<file path="config.mk">
export PLATFORM = sky130hd
export DESIGN_NAME = multi_phase_driver
export DESIGN_NICKNAME = d
export VERILOG_FILES = /design/src/rtl/multi_phase_driver.sv
export SDC_FILE = /design/constraint.sdc
export NUM_CORES = 1
export LEC_CHECK = 0
export CORE_ASPECT_RATIO = 1.2
export CORE_MARGIN = 2
export CORE_UTILIZATION = 40
export DETAILED_ROUTE_END_ITERATION = 16
export GPL_TIMING_DRIVEN = 0
export HOLD_SLACK_MARGIN = 0.1
export PLACE_DENSITY_LB_ADDON = 0.12
export SLEW_MARGIN = 5
export SYNTH_ARGS = -nofsm -noshare
export SYNTH_HDL_FRONTEND = slang
export SYNTH_HIERARCHICAL = 1
export SYNTH_SLANG_ARGS = --single-unit
</file>
<file path="constraint.sdc">
create_clock -name clk -period 6.16 [get_ports clk]
set_clock_uncertainty 0.2 [all_clocks]
set_input_delay 1.232 -clock clk [delete_from_list [all_inputs] [get_ports clk]]
set_output_delay 1.232 -clock clk [all_outputs]
set_load 0.05 [all_outputs]
</file>
<file path="src/rtl/multi_phase_driver.sv">
// multi_phase_driver
//   N-channel phase-locked PWM driver. All channels share one NCO phase
//   accumulator. Each channel compares its own phase-shifted copy of the
//   accumulator's top slice against a duty threshold, delays rising edges by
//   a common dead time, and applies a per-channel output polarity.
//   Settings are captured into a pending set by upd. The pending set becomes
//   active immediately when idle, or exactly at a period boundary when
//   running, so a period never mixes old and new settings.
//
// Ports
//   clk        system clock (PHY clock)
//   rst        synchronous active-high reset
//   en         run request (level)
//   freq_word  accumulator increment per clk
//   duty       per-channel high time, N_CH x PHASE_BITS, channel i at [i*PHASE_BITS +: PHASE_BITS]
//   phase      per-channel phase offset, same packing as duty
//   polarity   per-channel output inversion
//   dead_time  rising-edge delay in clk ticks, shared by all channels
//   upd        one-cycle capture strobe for all settings inputs
//   upd_ack    one-cycle pulse when the pending set becomes active
//   drv        registered driver outputs
//   running    high while in RUN or STOPPING
//   wrap       one-cycle pulse on accumulator overflow

// Per-channel slice: raw compare, dead-time gate, output register.
//   clk, rst    clock / synchronous reset
//   run         driver is in RUN or STOPPING
//   p           accumulator top slice (current phase)
//   phase,duty  active channel settings
//   pol         active channel polarity
//   dead_time   active dead time
//   drv         registered channel output
module multi_phase_driver_lane #(
  parameter int PHASE_BITS = 16,
  parameter int DT_BITS    = 8
) (
  input  logic                  clk,
  input  logic                  rst,
  input  logic                  run,
  input  logic [PHASE_BITS-1:0] p,
  input  logic [PHASE_BITS-1:0] phase,
  input  logic [PHASE_BITS-1:0] duty,
  input  logic                  pol,
  input  logic [DT_BITS-1:0]    dead_time,
  output logic                  drv
);

  logic [PHASE_BITS-1:0] local_p;
  logic                  raw;
  logic                  raw_q;
  logic                  gate;
  logic                  gate_n;
  logic [DT_BITS-1:0]    cnt;
  logic [DT_BITS-1:0]    cnt_n;

  // Modular subtraction gives the position inside this channel's own period.
  assign local_p = p - phase;
  // Forced low while idle so the first sample after start counts as a rising edge.
  assign raw     = run && (local_p < duty);

  always_comb begin
    cnt_n  = '0;
    gate_n = 1'b0;
    if (raw) begin
      if (!raw_q) begin
        cnt_n  = dead_time;
        gate_n = (dead_time == '0);
      end else if (cnt != '0) begin
        cnt_n  = cnt - DT_BITS'(1);
        gate_n = (cnt == DT_BITS'(1));
      end else begin
        // Counter already expired during this pulse: gate stays open.
        gate_n = 1'b1;
      end
    end
  end

  always_ff @(posedge clk) begin
    if (rst) begin
      raw_q <= 1'b0;
      cnt   <= '0;
      gate  <= 1'b0;
      drv   <= 1'b0;
    end else begin
      raw_q <= raw;
      cnt   <= cnt_n;
      gate  <= gate_n;
      drv   <= run ? (gate ^ pol) : pol;
    end
  end

endmodule

module multi_phase_driver #(
  parameter int N_CH       = 4,
  parameter int ACC_BITS   = 32,
  parameter int PHASE_BITS = 16,
  parameter int DT_BITS    = 8
) (
  input  logic                       clk,
  input  logic                       rst,
  input  logic                       en,
  input  logic [ACC_BITS-1:0]        freq_word,
  input  logic [N_CH*PHASE_BITS-1:0] duty,
  input  logic [N_CH*PHASE_BITS-1:0] phase,
  input  logic [N_CH-1:0]            polarity,
  input  logic [DT_BITS-1:0]         dead_time,
  input  logic                       upd,
  output logic                       upd_ack,
  output logic [N_CH-1:0]            drv,
  output logic                       running,
  output logic                       wrap
);

  typedef enum logic [1:0] {IDLE, RUN, STOPPING} state_t;

  typedef struct packed {
    logic [ACC_BITS-1:0]                freq_word;
    logic [N_CH-1:0][PHASE_BITS-1:0]    duty;
    logic [N_CH-1:0][PHASE_BITS-1:0]    phase;
    logic [N_CH-1:0]                    polarity;
    logic [DT_BITS-1:0]                 dead_time;
  } cfg_t;

  state_t              state;
  state_t              state_n;
  cfg_t                cfg_in;
  cfg_t                act;
  cfg_t                pend;
  logic                pend_vld;
  logic [ACC_BITS-1:0] acc;
  logic [ACC_BITS:0]   sum;
  logic                run;
  logic                carry;
  logic                commit;
  logic                acc_clr;
  logic [PHASE_BITS-1:0] p;

  always_comb begin
    cfg_in           = '0;
    cfg_in.freq_word = freq_word;
    cfg_in.duty      = duty;
    cfg_in.phase     = phase;
    cfg_in.polarity  = polarity;
    cfg_in.dead_time = dead_time;
  end

  assign run     = (state != IDLE);
  assign running = run;
  assign sum     = {1'b0, acc} + {1'b0, act.freq_word};
  assign carry   = run && sum[ACC_BITS];
  // Committing on the carry edge makes the new set live for the very first
  // sample of the new period (acc just wrapped), with upd_ack aligned to wrap.
  assign commit  = pend_vld && ((state == IDLE) || carry);
  assign p       = acc[ACC_BITS-1 -: PHASE_BITS];

  always_comb begin
    state_n = state;
    case (state)
      IDLE:     if (en) state_n = RUN;
      RUN:      if (!en) state_n = STOPPING;
      STOPPING: begin
        if (en)
          state_n = RUN;
        // A zero increment never wraps, so do not wait for one.
        else if (wrap || (act.freq_word == '0))
          state_n = IDLE;
      end
      default:  state_n = IDLE;
    endcase
  end

  // acc sits at 0 in IDLE and on the way into it, so every start begins at phase 0.
  assign acc_clr = (state == IDLE) || (state_n == IDLE);

  always_ff @(posedge clk) begin
    if (rst) begin
      state    <= IDLE;
      acc      <= '0;
      wrap     <= 1'b0;
      act      <= '0;
      pend     <= '0;
      pend_vld <= 1'b0;
      upd_ack  <= 1'b0;
    end else begin
      state   <= state_n;
      upd_ack <= commit;
      if (acc_clr) begin
        acc  <= '0;
        wrap <= 1'b0;
      end else begin
        acc  <= sum[ACC_BITS-1:0];
        wrap <= sum[ACC_BITS];
      end
      if (commit)
        act <= pend;
      // A capture in the commit cycle wins and stays pending for the next boundary.
      if (upd) begin
        pend     <= cfg_in;
        pend_vld <= 1'b1;
      end else if (commit) begin
        pend_vld <= 1'b0;
      end
    end
  end

  for (genvar i = 0; i < N_CH; i++) begin : g_lane
    multi_phase_driver_lane #(
      .PHASE_BITS (PHASE_BITS),
      .DT_BITS    (DT_BITS)
    ) u_lane (
      .clk       (clk),
      .rst       (rst),
      .run       (run),
      .p         (p),
      .phase     (act.phase[i]),
      .duty      (act.duty[i]),
      .pol       (act.polarity[i]),
      .dead_time (act.dead_time),
      .drv       (drv[i])
    );
  end

endmodule

</file>
-- Word level (Yosys, flattened, before mapping)
Cells that the tools add are included.
- logic and storage cells: 121
- bits in registers: 425
- reduce and logical (&&, ||, !) cells: 24
- add/sub/neg operators: 9
- eq/ne operators: 6
- order comparisons: 4
- bitwise operators: 8
- muxes and demuxes: 27
- operator list (cell ; number):
    less-than comparator 16 bit ; 4
    2-to-1 mux 8 bit ; 8
    subtractor 16 bit ; 4
    adder 32 x 32 -> 33 bit ; 1
    equality test 8 x 1 -> 1 bit (second input constant) ; 4
    zero test 32 bit ; 1
    nonzero test 8 bit ; 4
    subtractor 8 x 1 -> 8 bit (second input constant) ; 4
    2-to-1 mux 1 bit ; 14
    OR reduction 2 bit ; 5
    zero test 8 bit ; 1
    2-to-1 mux 2 bit ; 4
    logical AND 1 bit ; 6
    one-hot mux 2 bit (3 select lines) ; 1
    zero test 2 bit ; 2
    inverter 1 bit ; 4
    nonzero test 2 bit ; 2
    XOR 1 bit ; 4
    logical OR 1 bit ; 3
    equality test 2 x 1 -> 1 bit (second input constant) ; 1
    equality test 2 bit (second input constant) ; 1

-- Depth between registers and ports, before layout
Gate-level depths: netlist of the first run.
- word-level depth: 8
- gate-level depth with buffers: 15
- gate-level depth less buffers: 14

-- By module
Netlist of the first run, hierarchy kept.
- by module, submodules not included (module ; area an instance (um2) ; cells an instance ; seq. area each (um2) ; instances):
    multi_phase_driver ; 15503.6 ; 1653 ; 7627.3 ; 1
    multi_phase_driver_lane (g_lane[1].u_lane ...) ; 1790.5 ; 232 ; 220.2 ; 2
    multi_phase_driver_lane (g_lane[3].u_lane) ; 1825.5 ; 249 ; 220.2 ; 1
    multi_phase_driver_lane (g_lane[0].u_lane) ; 1756.7 ; 231 ; 220.2 ; 1

-- Worst setup path before layout of the first run
No wires, ideal clock.
- kind: flip-flop to flip-flop
- from: register act[32] (netlist bit)
- to: register g_lane[1].u_lane.cnt[7]
- required time: 5.860 ns
- slack: 2.831 ns
- data arrival time: 3.030 ns
- library setup time: 0.100 ns
- period minus slack after synthesis: 3.329 ns
- stages on the path, launching flop included: 14
- cell sequence: dfxtp_1 -> inv_1 -> ha_1 -> and2_1 -> a221oi_2 -> a21oi_1 -> or4b_1 -> o311ai_0 -> ha_1 -> a21oi_1 -> o221ai_1 -> o2111a_1 -> buf_2 -> a2111oi_4
- word-level cells in the longest chain between the ends: 5
- ends and longest elaborated chain (what ; line ; text):
    start, declared ; 128 ; cfg_t act;
    start signal, assigned ; 196 ; act <= pend;
    subtractor 16 bit ; 57 ; assign local_p = p - phase;
    less-than comparator 16 bit ; 59 ; assign raw = run && (local_p < duty);
    logical AND 1 bit ; 59 ;
    inverter 1 bit (no source line) ; - ;
    OR reduction 2 bit (no source line) ; - ;
    end signal, assigned ; 86 ; cnt <= cnt_n;
    end, declared ; 53 ; logic [DT_BITS-1:0] cnt;
No other way between the ends.
A chain may end at the register's enable or synchronous reset.

-- Worst setup path in the final report of the first run
- from: register acc[16]
- to: register g_lane[1].u_lane.gate
- word-level cells in the longest chain between the ends: 5
- ends and longest elaborated chain (what ; line ; text):
    start, declared ; 131 ; logic [ACC_BITS-1:0] acc;
    start signal, assigned ; 192 ; acc <= sum[ACC_BITS-1:0];
    subtractor 16 bit ; 57 ;
    less-than comparator 16 bit ; 59 ;
    logical AND 1 bit ; 59 ;
    inverter 1 bit (no source line) ; - ;
    OR reduction 2 bit (no source line) ; - ;
    end signal, assigned ; 87 ; gate <= gate_n;
    end, declared ; 51 ; logic gate;
No other way between the ends.

==> metrics.yaml, run 1 <==
setup.worst_path.start_class: "flip-flop"
grt_remaining_overflow: 0
pwr_density_cell_nw_per_um2: 253
avgSynthCellArea_sq_um: 8.73
layout-drive-gt1-share: 0.0448
synth.most_common_cell: "dfxtp_1"
ys.warnings.count: 6
outcome: "complete, no violations"
fmax_ghz: 0.207
syn_nets: 2942
crit_fanout: 10
end_kind: "flip-flop"
postRouteAntennaNets: 0
leakage_nw: 10.9
synthCells: 2597
yosysSeqAreaShare: 0.375
tns_ps: 0
cts_num_sinks: 425
tightest_slew_ps: 1120
critPathSlowestCell: "dfxtp_1"
grt_pass1_vias: 18754
crit_type: "flip-flop to flip-flop"
post_drt_via_cell_ratio: 5.14
yosys-top-cells-count: "dfxtp_1, nand2_1, mux2i_1, nor2_1, ha_1"
cts_resized: 0
cts_tree: "done"
cp.arrival_ps: 5040
coreArea_sq_um: 56000
crit_path_max_incr_delay_ps: 800
rsz0062_at_grt: "no"
antenna_found_initial: 0
drt_iter0_drc: 767
fin_crit_sh: 0.783
path_clk_slew_ps: 60
dieWidth_um: 221
place.port_buffers: 181
place_congestion: 0.867
synth.top_cell.area_share: 0.375
ys_seq_elements: 425
ios: 183
path_buf_inv: 2
ys.flop_type: "dfxtp_1"
setup-violations-final: 0
routed_wl_um: 64000
num_antenna_cells: 0
holdBufCountCts: 0
hpwl_um: 49000
slew_viol_final: 0
worstHoldPathType: "flip-flop to flip-flop"
cp_top_family: "compound AO/OA/AOI/OAI gates"
synth-edff-count: 0
synth.distinct_cells: 68
drv_cap: 0
drc: 0
wl_per_cell_um: 17.9
cts_setup_buffers: 0
grtUsageTotal: 0.216
totalPowerFinal_w: 0.00679
slew_headroom: 0.241
yosysTopAreaCell: "dfxtp_1"
syn_area_sq_um: 22700
grt_start_max_net_pins: 15
ctsLongestPathBuffers: 3
initial_core_util: 0.405
critical_path_required_ps: 6370
peakVddDrop_v: 0.000175
async_reset_ff_frac: 0
cts_htree_levels: 2
regToRegSetupSlack_ps: 1340
nets: 3169
die_h_um: 265
drt-pass1-iter-count: 6
place_area_sq_um: 25400
hold_viol: 0
syn_to_final_growth_pct: 18.6
post-route-min-period_ps: 4820
worstSkewPairLatency_ps: 580
clockRootBuffer: "clkbuf_16"
fp.dieArea_sq_um: 58600
vias: 18391
synth_area_leaders: "dfxtp_1, mux2i_1, ha_1"
placementRows: 95
grt_pass1_wl_um: 101000
numCtsBuffers: 44
crit_path_cell_trace: "inv_1 > ha_1 > fa_1 > nand2b_1 > a211oi_1 > o311ai_0 > nand2b_1 > xor2_1 > ha_1 > nand4_1 > a2111oi_0 > o2111a_1 > buf_2 > a211oi_1"
fin_area_sq_um: 26900
[registers in the layout, summed over array words and instances (netlist names)]
signal and count:
pend_vld 1, g_lane.u_lane/drv 4, g_lane.u_lane/cnt 32, g_lane.u_lane/raw_q 4, wrap 1, act 172, g_lane.u_lane/gate 4, state 2
acc 32, pend 172, upd_ack 1
[worst paths after layout]
path / startpoint / endpoint / depth (start not counted)
max: acc[16] / g_lane[1].u_lane/gate / 14
min: act[99] / act[99] / 2
max reg2reg: acc[16] / g_lane[1].u_lane/gate / 14
min reg2reg: act[99] / act[99] / 2
[worst reg2reg max path: stages, from the launching register on]
cell       delay (ps)
dfxtp_1           800
inv_1             120
ha_1              240
fa_1              400
nand2b_1          200
a211oi_1          330
o311ai_0          250
nand2b_1          150
xor2_1             80
ha_1              300
nand4_1           130
a2111oi_0         660
o2111a_1          380
buf_2             290
a211oi_1          130
[placed cells by master, fill, tap and decap left out, types with 18 or more instances in the layout]
master             n
dfxtp_1          425
nand2_1          419
mux2i_1          355
nor2_1           274
clkdlybuf4s50_1  181
ha_1             164
inv_1            158
a21oi_1          105
clkbuf_1          86
nor3_1            54
o21ai_0           50
xor2_1            46
clkbuf_16         45
xnor2_1           41
a21o_1            36
a211oi_1          33
nand2b_1          32
nor2b_1           31
o21a_1            25
a31oi_1           24
nand3_1           22
nand4_1           18
[cell families after synthesis]
kind of cell,after synthesis,synth area share
simple gates,910,0.175
buf+inv,276,0.0494
flops,425,0.375
mux,355,0.157
compound gates,375,0.115
fa+ha+maj,169,0.0949
xor+xnor,87,0.0336
[layout make-up]
class | instances | area (sq um)
clock inverter | 18 | 200
buffer | 117 | 523
fill | 5455 | 29100
clock buffer | 58 | 1290
timing repair buffer | 181 | 1810
multi-input combinational | 1896 | 13000
inverter | 159 | 597
sequential | 425 | 8510
tap | 727 | 910
[through the flow]
step,util,setup slack (ps),std cells,hold slack [ps]
2_1_floorplan,-,2830,2597,231
3_3_place_gp,0.453,1370,3505,241
3_5_place_dp,0.453,1300,3505,247
4_1_cts,0.480,1240,3581,259
5_1_grt,0.480,1040,3581,270
6_report,0.480,1340,3581,255
[routing by layer]
layer  up-vias  track usage  routed length [um]
met4         0       0.0845                2630
met3       119       0.0278                2190
met5         -            0                   0
li1       9390            -                   -
met1      8545        0.265               28400
met2       337        0.382               30900
[report_power, final]
group / switching [W] / total, W / internal (W) / leakage (nW)
combinational: 0.000602 / 0.00108 / 0.000482 / 6.65
sequential: 0.0000724 / 0.00292 / 0.00285 / 3.46
clock: 0.00114 / 0.00278 / 0.00164 / 0.750
Note: power is estimated with default switching activity, not from simulation.
==> run 2, diff against run 1 <==
==> constraint.sdc (replaced) <==
create_clock -name clk -period 4.1 [get_ports clk]
set_clock_uncertainty 0.2 [all_clocks]
set_input_delay 0.82 -clock clk [delete_from_list [all_inputs] [get_ports clk]]
set_output_delay 0.82 -clock clk [all_outputs]
set_load 0.05 [all_outputs]
==> run 2 against run 1 <==
Compared with the run above: clock power up 50%; die area is the same; first-iteration DRC count decreased by 3.3%; sequential power increased by 50%; largest power group unchanged; combinational power increased by 55%.
==> metrics.yaml, run 2 (synthesis gave the netlist of run 1 again) <==
pwr_density_cell_nw_per_um2: 379
fmax_ghz: 0.255
drt-pass1-iter-count: 5
slew_viol_final: 0
post_drt_via_cell_ratio: 5.14
path_clk_slew_ps: 60
post-route-min-period_ps: 3930
final_common_cell: "nand2_1"
die_h_um: 265
hold_viol: 0
grt_remaining_overflow: 0
ios: 183
place.port_buffers: 181
initial_core_util: 0.405
cp.arrival_ps: 4180
end_kind: "flip-flop"
outcome: "complete, no violations"
crit_cells: 12
vias: 18404
wl_per_cell_um: 17.9
ctsLongestPathBuffers: 3
slew_headroom: 0.243
cts_tree: "done"
holdPathStages: 2
fp.dieArea_sq_um: 58600
setup-violations-final: 0
numCtsBuffers: 44
placementRows: 95
place_area_sq_um: 25400
largestRegisters: "act x172, pend x172"
hpwl_um: 49000
postRouteAntennaNets: 0
layout-drive-gt1-share: 0.0539
antenna_found_initial: 0
crit_fanout: 10
dieWidth_um: 221
coreArea_sq_um: 56000
drt_iter0_drc: 742
critPathSlowestCell: "or4b_1"
grt_start_max_net_pins: 15
crit_top_cell: "ha_1"
holdBufCountCts: 0
cts_htree_levels: 2
peakVddDrop_v: 0.000264
path_buf_inv: 1
nets: 3171
leakage_nw: 10.9
tightest_slew_ps: 1140
num_antenna_cells: 0
clockRootBuffer: "clkbuf_16"
worstHoldPathType: "flip-flop to flip-flop"
cp_top_family: "compound AO/OA/AOI/OAI gates"
worstSkewPairLatency_ps: 580
grt_pass1_wl_um: 101000
grt_pass1_vias: 18750
grtUsageTotal: 0.216
fin_area_sq_um: 27000
place_congestion: 0.867
crit_type: "flip-flop to flip-flop"
routed_wl_um: 64100
critical_path_required_ps: 4350
crit_path_cell_trace: "ha_1 > and2_1 > a221oi_2 > a21oi_2 > or4b_1 > o311ai_1 > ha_1 > a21oi_1 > o221ai_1 > o2111a_1 > buf_4 > a211oi_2"
setup.worst_path.start_class: "flip-flop"
crit_path_max_incr_delay_ps: 540
drc: 0
syn_to_final_growth_pct: 19.2
fin_crit_sh: 0.958
drv_cap: 0
rr_worst_depth: 12
layout_common_cells: "nand2_1, dfxtp_1, mux2i_1"
cts_num_sinks: 425
post-route-util: 0.483
-- run 2: changes by cell type in the layout (fill, tap and decap cells not counted), moves of 3 or more --
| cell | before | now |
|---|---|---|
| a21oi_1 | 105 | 102 |
| o311ai_0 | 5 | 1 |
| buf_4 | 1 | 4 |
| dfxtp_2 | 0 | 6 |
| a211oi_1 | 33 | 29 |
| dfxtp_1 | 425 | 414 |
| dfxtp_4 | 0 | 5 |
| a211oi_2 | 3 | 7 |
| o311ai_1 | 1 | 4 |
-- run 2: report_power, final --
| group | switching, W | total (W) | leakage (nW) | internal (W) |
|---|---|---|---|---|
| sequential | 0.000109 | 0.00439 | 3.47 | 0.00428 |
| combinational | 0.000927 | 0.00167 | 6.69 | 0.000745 |
| clock | 0.00172 | 0.00418 | 0.750 | 0.00246 |
| total | 0.00276 | 0.0102 | 10.9 | 0.00749 |
-- run 2: through the flow --
stage	power [W]	worst slack [ps]	instances	hold slack, ps	TNS (ps)
6_report	0.0102	173	3583	255	0
5_1_grt	0.0107	-20.2	3583	270	-20.2
4_1_cts	0.0103	2.35	3581	259	0
3_5_place_dp	0.00612	-762	3505	247	-23350
3_3_place_gp	0.00609	-687	3505	241	-31510
2_1_floorplan	0.00554	771	2597	231	0
-- run 2: timing repair --
action,CTS,global route
resized for setup,18,21
hold endpoints to repair,0,0
endpoints found under the setup margin,112,119
pin swaps,0,1
setup buffers,0,2
-- run 2: cell type report --
class / count / area, sq um
fill: 5440 / 29000
multi-input combinational: 1896 / 13100
sequential: 425 / 8530
timing repair buffer: 183 / 1830
clock buffer: 58 / 1290
tap: 727 / 910
inverter: 159 / 597
buffer: 117 / 526
clock inverter: 18 / 200
-- run 2: final timing paths --
check / start / endpoint / slack, ps
worst max-delay path: acc[19] / g_lane[1].u_lane/gate / 170
worst min-delay path: act[99] / act[99] / 260
worst max register to register: acc[19] / g_lane[1].u_lane/gate / 170
worst min register to register: act[99] / act[99] / 260
-- run 2: worst min-delay path, cell delays in order, from the launching register on --
cell,delay [ps]
dfxtp_1,310
nand2_1,50
mux2i_1,50
-- run 2: per-layer routing --
layer  wire length (um)  up-vias  GRT usage
li1                   -     9381          -
met1              28400     8568      0.265
met2              31000      338      0.382
met3               2210      117     0.0278
met4               2510        0     0.0845
met5                  0        -          0
